[config.mk]
export PLATFORM = sky130hd
export DESIGN_NAME = vga_timing
export DESIGN_NICKNAME = d
export VERILOG_FILES = /design/src/rtl/vga_timing_pkg.sv /design/src/rtl/vga_axis_counter.sv /design/src/rtl/vga_timing.sv
export VERILOG_INCLUDE_DIRS = /design/src /design/src/rtl
export SDC_FILE = /design/constraint.sdc
export NUM_CORES = 1
export LEC_CHECK = 0
export CAP_MARGIN = 20
export CORE_UTILIZATION = 56
export DETAILED_ROUTE_END_ITERATION = 7
export GPL_ROUTABILITY_DRIVEN = 0
export GPL_TIMING_DRIVEN = 0
export HOLD_SLACK_MARGIN = 0.15
export PLACE_DENSITY = 0.85
export SYNTH_ARGS = -nofsm -noshare
export SYNTH_HDL_FRONTEND = slang
export SYNTH_SLANG_ARGS = --single-unit
[constraint.sdc]
create_clock -name clk -period 3.7 [get_ports clk]
set_clock_uncertainty 0.05 [all_clocks]
set_input_delay 0.555 -clock clk [delete_from_list [all_inputs] [get_ports clk]]
set_output_delay 0.555 -clock clk [all_outputs]
set_load 0.01 [all_outputs]
[src/rtl/vga_params.vh]
// rtl/vga_params.vh - default 640x480@60 timing constants and sync window bounds.
`ifndef VGA_PARAMS_VH
`define VGA_PARAMS_VH
localparam int VGA_WIDTH     = 640;
localparam int VGA_HEIGHT    = 480;
localparam int H_FRONT_PORCH = 16;
localparam int H_SYNC_PULSE  = 96;
localparam int H_BACK_PORCH  = 48;
localparam int V_FRONT_PORCH = 10;
localparam int V_SYNC_PULSE  = 2;
localparam int V_BACK_PORCH  = 33;
localparam int FRAME_BITS    = 5;

localparam int H_TOTAL      = VGA_WIDTH + H_FRONT_PORCH + H_SYNC_PULSE + H_BACK_PORCH;
localparam int V_TOTAL      = VGA_HEIGHT + V_FRONT_PORCH + V_SYNC_PULSE + V_BACK_PORCH;
localparam int H_SYNC_START = VGA_WIDTH + H_FRONT_PORCH;
localparam int H_SYNC_END   = H_SYNC_START + H_SYNC_PULSE;
localparam int V_SYNC_START = VGA_HEIGHT + V_FRONT_PORCH;
localparam int V_SYNC_END   = V_SYNC_START + V_SYNC_PULSE;
`endif

[src/rtl/vga_timing_pkg.sv]
// rtl/vga_timing_pkg.sv - shared timing constants and window helper for the VGA timing slice.
package vga_timing_pkg;
  `include "vga_params.vh"

  function automatic logic in_window(input int value, input int lo, input int hi);
    return (value >= lo) && (value < hi);
  endfunction
endpackage

[src/rtl/vga_axis_counter.sv]
// rtl/vga_axis_counter.sv - one raster axis: position counter with registered sync/visible flags.
module vga_axis_counter
  import vga_timing_pkg::*;
#(
  parameter int VISIBLE = 640,
  parameter int FRONT   = 16,
  parameter int SYNC    = 96,
  parameter int BACK    = 48,
  parameter int W       = $clog2(VISIBLE + FRONT + SYNC + BACK)
) (
  input  logic         clk,
  input  logic         rst_n,
  input  logic         step,
  output logic [W-1:0] count,
  output logic         sync,
  output logic         visible,
  output logic         wrap
);
  localparam int TOTAL      = VISIBLE + FRONT + SYNC + BACK;
  localparam int SYNC_START = VISIBLE + FRONT;

  logic [W-1:0] count_next;

  // Out-of-range counts are treated as the last position so they wrap home.
  assign wrap       = int'(count) >= TOTAL - 1;
  assign count_next = wrap ? '0 : count + W'(1);

  // Flags are taken from the next count so they line up with the count they describe.
  always_ff @(posedge clk or negedge rst_n) begin
    if (!rst_n) begin
      count   <= '0;
      sync    <= 1'b1;
      visible <= 1'b1;
    end else if (step) begin
      count   <= count_next;
      sync    <= !in_window(int'(count_next), SYNC_START, SYNC_START + SYNC);
      visible <= in_window(int'(count_next), 0, VISIBLE);
    end
  end
endmodule

[src/rtl/vga_timing.sv]
// rtl/vga_timing.sv - 640x480@60 raster timing source with line/frame strobes and frame counter.
// Define VGA_TIMING_PIPE_EN to delay hsync/vsync/active by one further pixel step.
module vga_timing #(
  parameter int VGA_WIDTH       = vga_timing_pkg::VGA_WIDTH,
  parameter int VGA_HEIGHT      = vga_timing_pkg::VGA_HEIGHT,
  parameter int H_FRONT_PORCH   = vga_timing_pkg::H_FRONT_PORCH,
  parameter int H_SYNC_PULSE    = vga_timing_pkg::H_SYNC_PULSE,
  parameter int H_BACK_PORCH    = vga_timing_pkg::H_BACK_PORCH,
  parameter int V_FRONT_PORCH   = vga_timing_pkg::V_FRONT_PORCH,
  parameter int V_SYNC_PULSE    = vga_timing_pkg::V_SYNC_PULSE,
  parameter int V_BACK_PORCH    = vga_timing_pkg::V_BACK_PORCH,
  parameter int FRAME_BITS      = vga_timing_pkg::FRAME_BITS,
  localparam int X_BITS = $clog2(VGA_WIDTH + H_FRONT_PORCH + H_SYNC_PULSE + H_BACK_PORCH),
  localparam int Y_BITS = $clog2(VGA_HEIGHT + V_FRONT_PORCH + V_SYNC_PULSE + V_BACK_PORCH)
) (
  input  logic                  clk,
  input  logic                  rst_n,
  input  logic                  pixel_ce,
  output logic [X_BITS-1:0]     pixel_x,
  output logic [Y_BITS-1:0]     pixel_y,
  output logic                  hsync,
  output logic                  vsync,
  output logic                  active,
  output logic                  line_start,
  output logic                  frame_start,
  output logic [FRAME_BITS-1:0] frame_counter
);
  logic h_sync, h_visible, h_wrap;
  logic v_sync, v_visible, v_wrap;
  logic line_step, frame_step;

  assign line_step  = pixel_ce & h_wrap;
  assign frame_step = line_step & v_wrap;

  vga_axis_counter #(
    .VISIBLE(VGA_WIDTH),
    .FRONT  (H_FRONT_PORCH),
    .SYNC   (H_SYNC_PULSE),
    .BACK   (H_BACK_PORCH),
    .W      (X_BITS)
  ) u_h_axis (
    .clk    (clk),
    .rst_n  (rst_n),
    .step   (pixel_ce),
    .count  (pixel_x),
    .sync   (h_sync),
    .visible(h_visible),
    .wrap   (h_wrap)
  );

  vga_axis_counter #(
    .VISIBLE(VGA_HEIGHT),
    .FRONT  (V_FRONT_PORCH),
    .SYNC   (V_SYNC_PULSE),
    .BACK   (V_BACK_PORCH),
    .W      (Y_BITS)
  ) u_v_axis (
    .clk    (clk),
    .rst_n  (rst_n),
    .step   (line_step),
    .count  (pixel_y),
    .sync   (v_sync),
    .visible(v_visible),
    .wrap   (v_wrap)
  );

  // Strobes are 0 out of reset so the first pulse comes only after a real wrap.
  always_ff @(posedge clk or negedge rst_n) begin
    if (!rst_n) begin
      line_start    <= 1'b0;
      frame_start   <= 1'b0;
      frame_counter <= '0;
    end else begin
      line_start  <= line_step;
      frame_start <= frame_step;
      if (frame_step) begin
        frame_counter <= frame_counter + FRAME_BITS'(1);
      end
    end
  end

`ifdef VGA_TIMING_PIPE_EN
  logic hsync_q, vsync_q, active_q;

  always_ff @(posedge clk or negedge rst_n) begin
    if (!rst_n) begin
      hsync_q  <= 1'b1;
      vsync_q  <= 1'b1;
      active_q <= 1'b1;
    end else if (pixel_ce) begin
      hsync_q  <= h_sync;
      vsync_q  <= v_sync;
      active_q <= h_visible & v_visible;
    end
  end

  assign hsync  = hsync_q;
  assign vsync  = vsync_q;
  assign active = active_q;
`else
  assign hsync  = h_sync;
  assign vsync  = v_sync;
  assign active = h_visible & v_visible;
`endif
endmodule
# == Word level (Yosys, flattened, before mapping) ==
# Index checks and enable logic that the tools add are counted.
# totals
register_bits,31
latch_bits,0
mem_bits_rw,0
mem_bits_ro,0
input_bits,3
out_inout_bits,30
wordCells,29
mem_count,0
# op_classes
addsub,3
mul,0
n_div,0
magnitude_cmp,8
eq_ne,0
shifts,0
muxes,2
bitwise_logic,3
reduce_logical,4
# ops
op,count
">= comparator 10 bit, second input constant",3
"adder 10 x 1 -> 10 bit, second input constant",2
"less-than comparator 10 bit, second input constant",2
"less-than comparator 10 x 9 -> 1 bit, second input constant",2
2-to-1 mux 10 bit,2
">= comparator 10 x 9 -> 1 bit, second input constant",1
"adder 5 x 1 -> 5 bit, second input constant",1
AND 1 bit,3
logical AND 1 bit,2
logical NOT 1 bit,2

# == Logic depth before layout (Yosys ltp) ==
# Gate-level depths: netlist of run 1.
# logic_depth
depth_word,5
depth_mapped,7
depth_no_buf,6

# == Hierarchy ==
# Synthesis of run 1 repeated with hierarchy kept, for this count alone.
# hier_totals
hier_cells,187
hier_area_um2,1804.2
# by_module_without_submodules
mod,n_inst,cells_each,area_per_inst_um2,seq_area_each_um2
vga_axis_counter (u_h_axis),1,87,785.8,302.8
vga_axis_counter (u_v_axis),1,80,734.5,302.8
vga_timing,1,20,284.0,175.2

# == Worst setup path before layout of run 1 ==
# No wires, ideal clock.
# synth_timing
path_kind,flip-flop to flip-flop
start,reg u_h_axis.count[0]
end,reg u_h_axis.sync
setup_time_ns,0.083
t_arrival_ns,2.113
required_ns,3.567
setup_slack_ns,1.454
path_stages_with_launch,7
n_path_buf,0
synth_period_minus_slack_ns,2.246
cell_sequence,dfrtp_1 -> ha_1 -> and4_1 -> o211a_4 -> nand2b_4 -> or3_1 -> o32a_1
# synth_between
elab_chain_len,5
word_cells_on_any_way,7
classes_between,add/sub: 1; order compare: 3; mux: 1; reduce/logical: 2
# synth_rtl
element,line_no,text
from (decl),vga_axis_counter.sv:14,"output logic [W-1:0] count,"
from (signal assigned),vga_axis_counter.sv:35,count <= count_next;
adder 10 x 1 -> 10 bit or >= comparator 10 bit (tied branches),"vga_axis_counter.sv:26, vga_axis_counter.sv:25",
2-to-1 mux 10 bit *,vga_axis_counter.sv:26,assign count_next = wrap ? '0 : count + W'(1);
>= comparator 10 bit or less-than comparator 10 bit (tied branches),vga_timing_pkg.sv:6,return (value >= lo) && (value < hi);
logical AND 1 bit *,vga_timing_pkg.sv:6,
logical NOT 1 bit *,vga_axis_counter.sv:36,"sync <= !in_window(int'(count_next), SYNC_START, SYNC_START + SYNC);"
to (signal assigned),vga_axis_counter.sv:36,
to (decl),vga_axis_counter.sv:15,"output logic sync,"
# Every way passes the cells marked *; elsewhere a longest branch is shown, timed or not.
# A chain may end at the register's enable or synchronous reset.

# == Final worst setup path of run 1 ==
# Ends and elaborated chain as after synthesis.

==> results of run 1 <==
-- kinds of logic (layout without fill, tap and decap cells) --
family / count (synthesis) / after routing / synth area share [%]
compound gates: 55 / 55 / 19.2
xor+xnor: 4 / 4 / 1.99
fa+ha+maj: 4 / 4 / 2.85
buf+inv: 17 / 57 / 4.27
flops: 31 / 31 / 44.4
mux: 2 / 2 / 1.21
simple gates: 88 / 88 / 26.0
-- synthesized netlist by cell type, types with 2 or more instances --
cell type  count  area (µm²)
a21oi_1        8        40.0
ha_1           4        50.1
buf_2          3        15.0
and2_1         3        18.8
dfrtp_1       27         676
or4_1          2        15.0
a31oi_1        3        18.8
dfstp_2        4         105
clkbuf_1       7        26.3
nand2_1       24        90.1
a211oi_1       3        22.5
o21ai_0       27         135
inv_1          5        18.8
nand4_1        6        37.5
and3_1         7        43.8
nor2_1        20        75.1
o31ai_1        5        37.5
xnor2_1        3        26.3
nor4b_1        2        17.5
nor4_1         2        12.5
nand3_1        5        25.0
nor3_1         7        35.0
-- routing by layer --
metal  vias up  wire [µm]
li1        813          -
met1       809       1930
met2        75       2000
met3        14        245
met4         0         93
met5         -          0
-- per-stage QoR --
step / hold slack, ns / setup WS, ns
floorplan: 0.209 / 1.45
global placement: 0.414 / 1.29
detailed placement: 0.420 / 1.23
CTS: 0.436 / 1.30
global route: 0.458 / 1.17
finish: 0.433 / 1.28
-- final timing paths --
| kind | from | end | slack [ns] |
|---|---|---|---|
| setup / recovery | u_h_axis.count[0] | u_h_axis.sync | 1.28 |
| hold / removal | frame_counter[4] | frame_counter[4] | 0.43 |
| setup reg to reg | u_h_axis.count[0] | u_h_axis.sync | 1.28 |
| hold reg to reg | frame_counter[4] | frame_counter[4] | 0.43 |
| max in group asynchronous | rst_n | u_h_axis.visible | 2.30 |
| min in group asynchronous | rst_n | frame_counter[0] | 0.63 |
-- layout make-up --
cell class	count	area, µm²
Multi-Input combinational cell	153	901
Sequential cell	31	781
Fill cell	220	666
Timing Repair Buffer	33	335
Buffer	12	56.3
Clock buffer	6	51.3
Tap cell	31	38.8
Inverter	5	18.8
Clock inverter	1	5.00
-- registers in the layout, summed over array words and instances, names as in the netlist --
register and count:
frame_counter 5, u_h_axis.visible 1, frame_start 1, u_v_axis.visible 1
line_start 1, u_v_axis.count 10, u_v_axis.sync 1, u_h_axis.sync 1
u_h_axis.count 10
-- report_power, final --
part / switching (mW) / internal, mW
combinational: 0.126 / 0.109
sequential: 0.0282 / 0.367
clock: 0.118 / 0.0879
-- worst max-delay path: cells and delay by family (launching register included) --
kind	cells	cell delay, ns
DFF	1	0.45
and+or+nand+nor	3	0.87
adders and majority gates	1	0.33
AOI/OAI and AO/OA	2	0.66
==> metrics.md, run 1 <==
| Metric | Value |
|---|---|
| Rel. slew slack | 44.7% |
| Failing checks | design-rule violations |
| Avg Inst Size Synth | 8.74 µm² |
| Post-synth EDFFs | 0 |
| Critical path peak fanout | 9 |
| Cts-stage hold buffer count | 0 |
| Overall power | 0.836 mW |
| RSZ-0062 raised after global routing | false |
| Synthesized netlist cell count | 201 |
| GRT met2 Usage | 42.2% |
| DP HPWL | 3.12 mm |
| Worst min path class | reg2reg |
| Sum Neg Setup Slack | 0 ns |
| Max clock buf depth | 2 |
| Final net count | 248 |
| Leakage Power | 0.899 nW |
| Synth-to-Final Area Change | 24.5% |
| Crit path launch type | flop |
| Achievable Freq | 413 MHz |
| First-pass GRT wire length | 7.09 mm |
| Sink Count | 31 |
| Worst VDD drop | 0.389 mV |
| Mapped Nets | 208 |
| Worst EP arrival | 2.65 ns |
| CTS tree | yes |
| Cell area after synthesis | 0.00176 mm² |
| Maxcap violations | 0 |
| Number of remaining DRC errors | 2 |
| Synthesis warning total | 0 |
| Die width | 58.0 µm |
| DR WL/cell | 15.7 µm |
| Pin count of the biggest net entering global routing | 19 |
| Commonest non-fill, non-tap cell in the layout | clkdlybuf4s50_1 |
| # IOs | 33 |
| Final setup vio count | 0 |
| Port Buffers | 32 |
| Vias in the first global route | 1507 |
| Kind of critical path | reg2reg |
| TritonCTS Buffers | 5 |
| Drt first pass iters | 8 |
| Most frequent cells in the layout | clkdlybuf4s50_1 (32), o21ai_0 (27), dfrtp_1 (27), nand2_1 (24), nor2_1 (20) |
| Die ar. | 0.00337 mm² |
| Via count | 1711 |
| Pwr/cell area | 382 mW/mm² |
| Die height | 58.0 µm |
| Postcts setup bufs | 0 |
| Critical path's largest stage delay | 0.45 ns |
| Final Non-Filler Cells | 272 |
| Fraction of layout cells with a size suffix above 1 | 8.71% |
| Register-to-Register Path Depth | 6 |
| Ratio of final minimum period to clock period | 65.4% |
| Met3 Resource Use GR | 7.59% |
| Fin. Hold Viols | 0 |
| Initial drt markers | 99 |
| Root buf cell | clkbuf_4 |
| Overflow after GRT | 0 |
| Cell Rows | 19 |
| Async SR Flop Fraction | 100% |
| Post-DP Area | 0.00213 mm² |
| Worst-path clk slew | 0.09 ns |
| Crit path required time | 3.92 ns |
| Synth Register Bits | 31 |
| Initial antenna violation count | 0 |
| Slowest CP cell | dfrtp_1 |
| Yosys cell types | 46 |
| Worst-Skew Late Latency | 0.34 ns |
| Cell count after placement | 265 |
| Crit-path cells | ha_1 > and4_1 > o211a_4 > nand2b_4 > or3_1 > o32a_1 |
| # diodes | 0 |
| DRT antenna net count | 0 |
| Tightest Pin Transition | 0.826 ns |
| Max Slew Vio Count | 0 |
| Vias per cell | 6.29 |
| WL final | 4.27 mm |
| Crit. End Element | flop |
| Outcome | finished, violations left |
| Final Util | 76.7% |
| GRT Total Usage | 28.2% |
| Main flop type after synthesis | dfrtp_1 |
| Final min period | 2.42 ns |
| Sequential share of the synthesized area | 44.4% |
| Post-cts resize count | 0 |
| Starting density of the core | 61.6% |
| Fin area | 0.00219 mm² |
| Hold path cells | 1 |
| Top Usage Layer GRT | met2 |
| Met1 Use GR | 38.8% |
| Htree depth | 2 |
| Core area | 0.00285 mm² |
Note: power is estimated with default switching activity, not from simulation.
==> run 2: changes to the inputs <==
CORE_UTILIZATION = 52   (was 56)
PLACE_DENSITY = 0.8   (was 0.85)
clock period = 2.35 ns   (was 3.7 ns; I/O delays follow)
==> run 2 against run 1 <==
The run now ends clean. First-iteration DRC count decreased by 13%. Die area increased by 7.4%. Clock power increased by 120%. Largest cell class unchanged. Highest routed layer unchanged.
==> metrics.md, run 2 (synthesis gave the netlist of run 1 again) <==
| Metric | Value |
|---|---|
| Kind of critical path | reg2reg |
| Cts-stage hold buffer count | 0 (unchanged) |
| Most frequent cells in the layout | clkdlybuf4s50_1 (32), o21ai_0 (27), dfrtp_1 (26), nand2_1 (24), nor2_1 (19) |
| Worst min path class | in2async |
| Root buf cell | clkbuf_4 |
| Crit path required time | 2.57 ns (-1.35 ns) |
| Crit path launch type | flop |
| CTS tree | yes |
| Die width | 60.1 µm (+3.6%) |
| DRT antenna net count | 0 (unchanged) |
| Via count | 1681 (-1.8%) |
| Pwr/cell area | 640 mW/mm² (+67%) |
| Critical path peak fanout | 9 (unchanged) |
| Cell count after placement | 278 (+4.9%) |
| Worst VDD drop | 0.534 mV (+37%) |
| Die height | 60.1 µm (+3.6%) |
| Maxcap violations | 0 (unchanged) |
| Met3 Resource Use GR | 6.71% (-0.88 points) |
| Sink Count | 31 (unchanged) |
| Max clock buf depth | 2 (unchanged) |
| Tightest Pin Transition | 0.603 ns (-0.224 ns) |
| Worst-path clk slew | 0.12 ns (+0.03 ns) |
| Vias in the first global route | 1436 (-4.7%) |
| Core area | 0.00313 mm² (+9.6%) |
| DP HPWL | 2.90 mm (-7.0%) |
| Slowest CP cell | dfrtp_1 |
| Drt first pass iters | 4 (-4) |
| Cell Rows | 20 (+1) |
| Number of remaining DRC errors | 0 (-2) |
| Crit-path cells | ha_4 > and4_2 > o211a_4 > nand2b_4 > or3_1 > o32a_1 |
| Final net count | 248 (unchanged) |
| Rel. slew slack | 59.7% (+15 points) |
| # diodes | 0 (unchanged) |
| Initial drt markers | 86 (-13%) |
| Final min period | 2.28 ns (-0.142 ns) |
| Synth-to-Final Area Change | 29.0% |
| Critical path's largest stage delay | 0.47 ns (+0.02 ns) |
| Fraction of layout cells with a size suffix above 1 | 11.6% (+2.9 points) |
| Final Util | 72.4% (-4.2 points) |
| Final setup vio count | 0 (unchanged) |
| Pin count of the biggest net entering global routing | 22 (+3) |
| Achievable Freq | 439 MHz (+6.2%) |
| Leakage Power | 0.922 nW (+2.6%) |
| Overflow after GRT | 0 (unchanged) |
| Starting density of the core | 56.2% (-5.4 points) |
| Largest registers | u_h_axis.count x10, u_v_axis.count x10, frame_counter x5 |
| Crit. End Element | flop |
| Final Non-Filler Cells | 286 (+5.1%) |
| Overall power | 1.45 mW (+73%) |
| Fin. Hold Viols | 0 (unchanged) |
| Worst EP arrival | 2.50 ns (-0.15 ns) |
| Delay-heaviest family, CP | simple AND/OR/NAND/NOR gates |
| Initial antenna violation count | 0 (unchanged) |
| Worst-Skew Late Latency | 0.34 ns (about the same) |
| Outcome | complete, no violations |
| Vias per cell | 5.88 (-6.6%) |
| GRT Total Usage | 25.0% (-3.2 points) |
| WL final | 4.11 mm (-3.7%) |
| Port Buffers | 32 (unchanged) |
| DR WL/cell | 14.4 µm (-8.4%) |
| Htree depth | 2 (unchanged) |
| RSZ-0062 raised after global routing | false |
| Met1 Use GR | 35.3% (-3.6 points) |
| Number of buffers and inverters on the critical path | 0 (unchanged) |
| GRT met2 Usage | 36.7% (-5.5 points) |
| Max Slew Vio Count | 0 (unchanged) |
| First-pass GRT wire length | 6.63 mm (-6.5%) |
| TritonCTS Buffers | 5 (unchanged) |
| Ratio of final minimum period to clock period | 97.0% (+32 points) |
| Commonest non-fill, non-tap cell in the layout | clkdlybuf4s50_1 |
| Die ar. | 0.00361 mm² (+7.4%) |
| Top Usage Layer GRT | met2 |
| # IOs | 33 (unchanged) |
## run 2: what timing repair did
action	4_1_cts	5_1_grt
cloned	0	0
setup buffers	0	0
setup endpoints to repair	1	12
gates resized for setup	1	8
## run 2: worst reg2reg max path: cells and delay by family, from the launching register on
family          cells  cell delay (ns)
simple gates        3             0.84
compound gates      2             0.64
flops               1             0.47
fa+ha+maj           1             0.22
## run 2: path summary, 6_finish.rpt
kind / from / endpoint / slack [ns] / cells after the start
worst min register to register: u_v_axis.visible / u_v_axis.visible / 0.43 / 2
worst min-delay path: rst_n / u_v_axis.count[0] / 0.33 / 1
worst max-delay path: u_h_axis.count[1] / u_h_axis.sync / 0.07 / 6
worst max register to register: u_h_axis.count[1] / u_h_axis.sync / 0.07 / 6
max in group asynchronous: rst_n / u_h_axis.visible / 1.32 / 2
min in group clk: u_v_axis.visible / u_v_axis.visible / 0.43 / 2
## run 2: metal layers
layer / up-vias / part of all wire (%) / wire length, µm
met2: 69 / 46 / 1900
met3: 7 / 6.8 / 281
met1: 791 / 45 / 1870
met5: - / 0 / 0
li1: 814 / - / -
met4: 0 / 1.5 / 61
## run 2: through the flow
stage	cell area [µm²]	setup TNS (ns)	hold WS [ns]	worst slack [ns]
2_1_floorplan	1760	0	0.00691	0.104
3_3_place_gp	2130	0	0.413	0.00466
3_5_place_dp	2160	-0.00974	0.421	-0.00974
4_1_cts	2250	0	0.346	0.0402
5_1_grt	2270	0	0.382	0.0250
6_report	2270	0	0.326	0.0706
## run 2: layout make-up
cell class	count	area, µm²
multi-input combinational	153	917
fill	259	862
sequential	31	782
timing repair buffer	33	348
buffer	12	58.8
tap	44	55.1
clock buffer	6	51.3
clock inverter	2	35.0
inverter	5	18.8
## run 2: power by group
group | total, mW | switching [mW] | leakage (nW) | internal [mW]
clock | 0.448 | 0.196 | 0.0482 | 0.251
sequential | 0.623 | 0.0445 | 0.402 | 0.578
combinational | 0.380 | 0.199 | 0.472 | 0.181
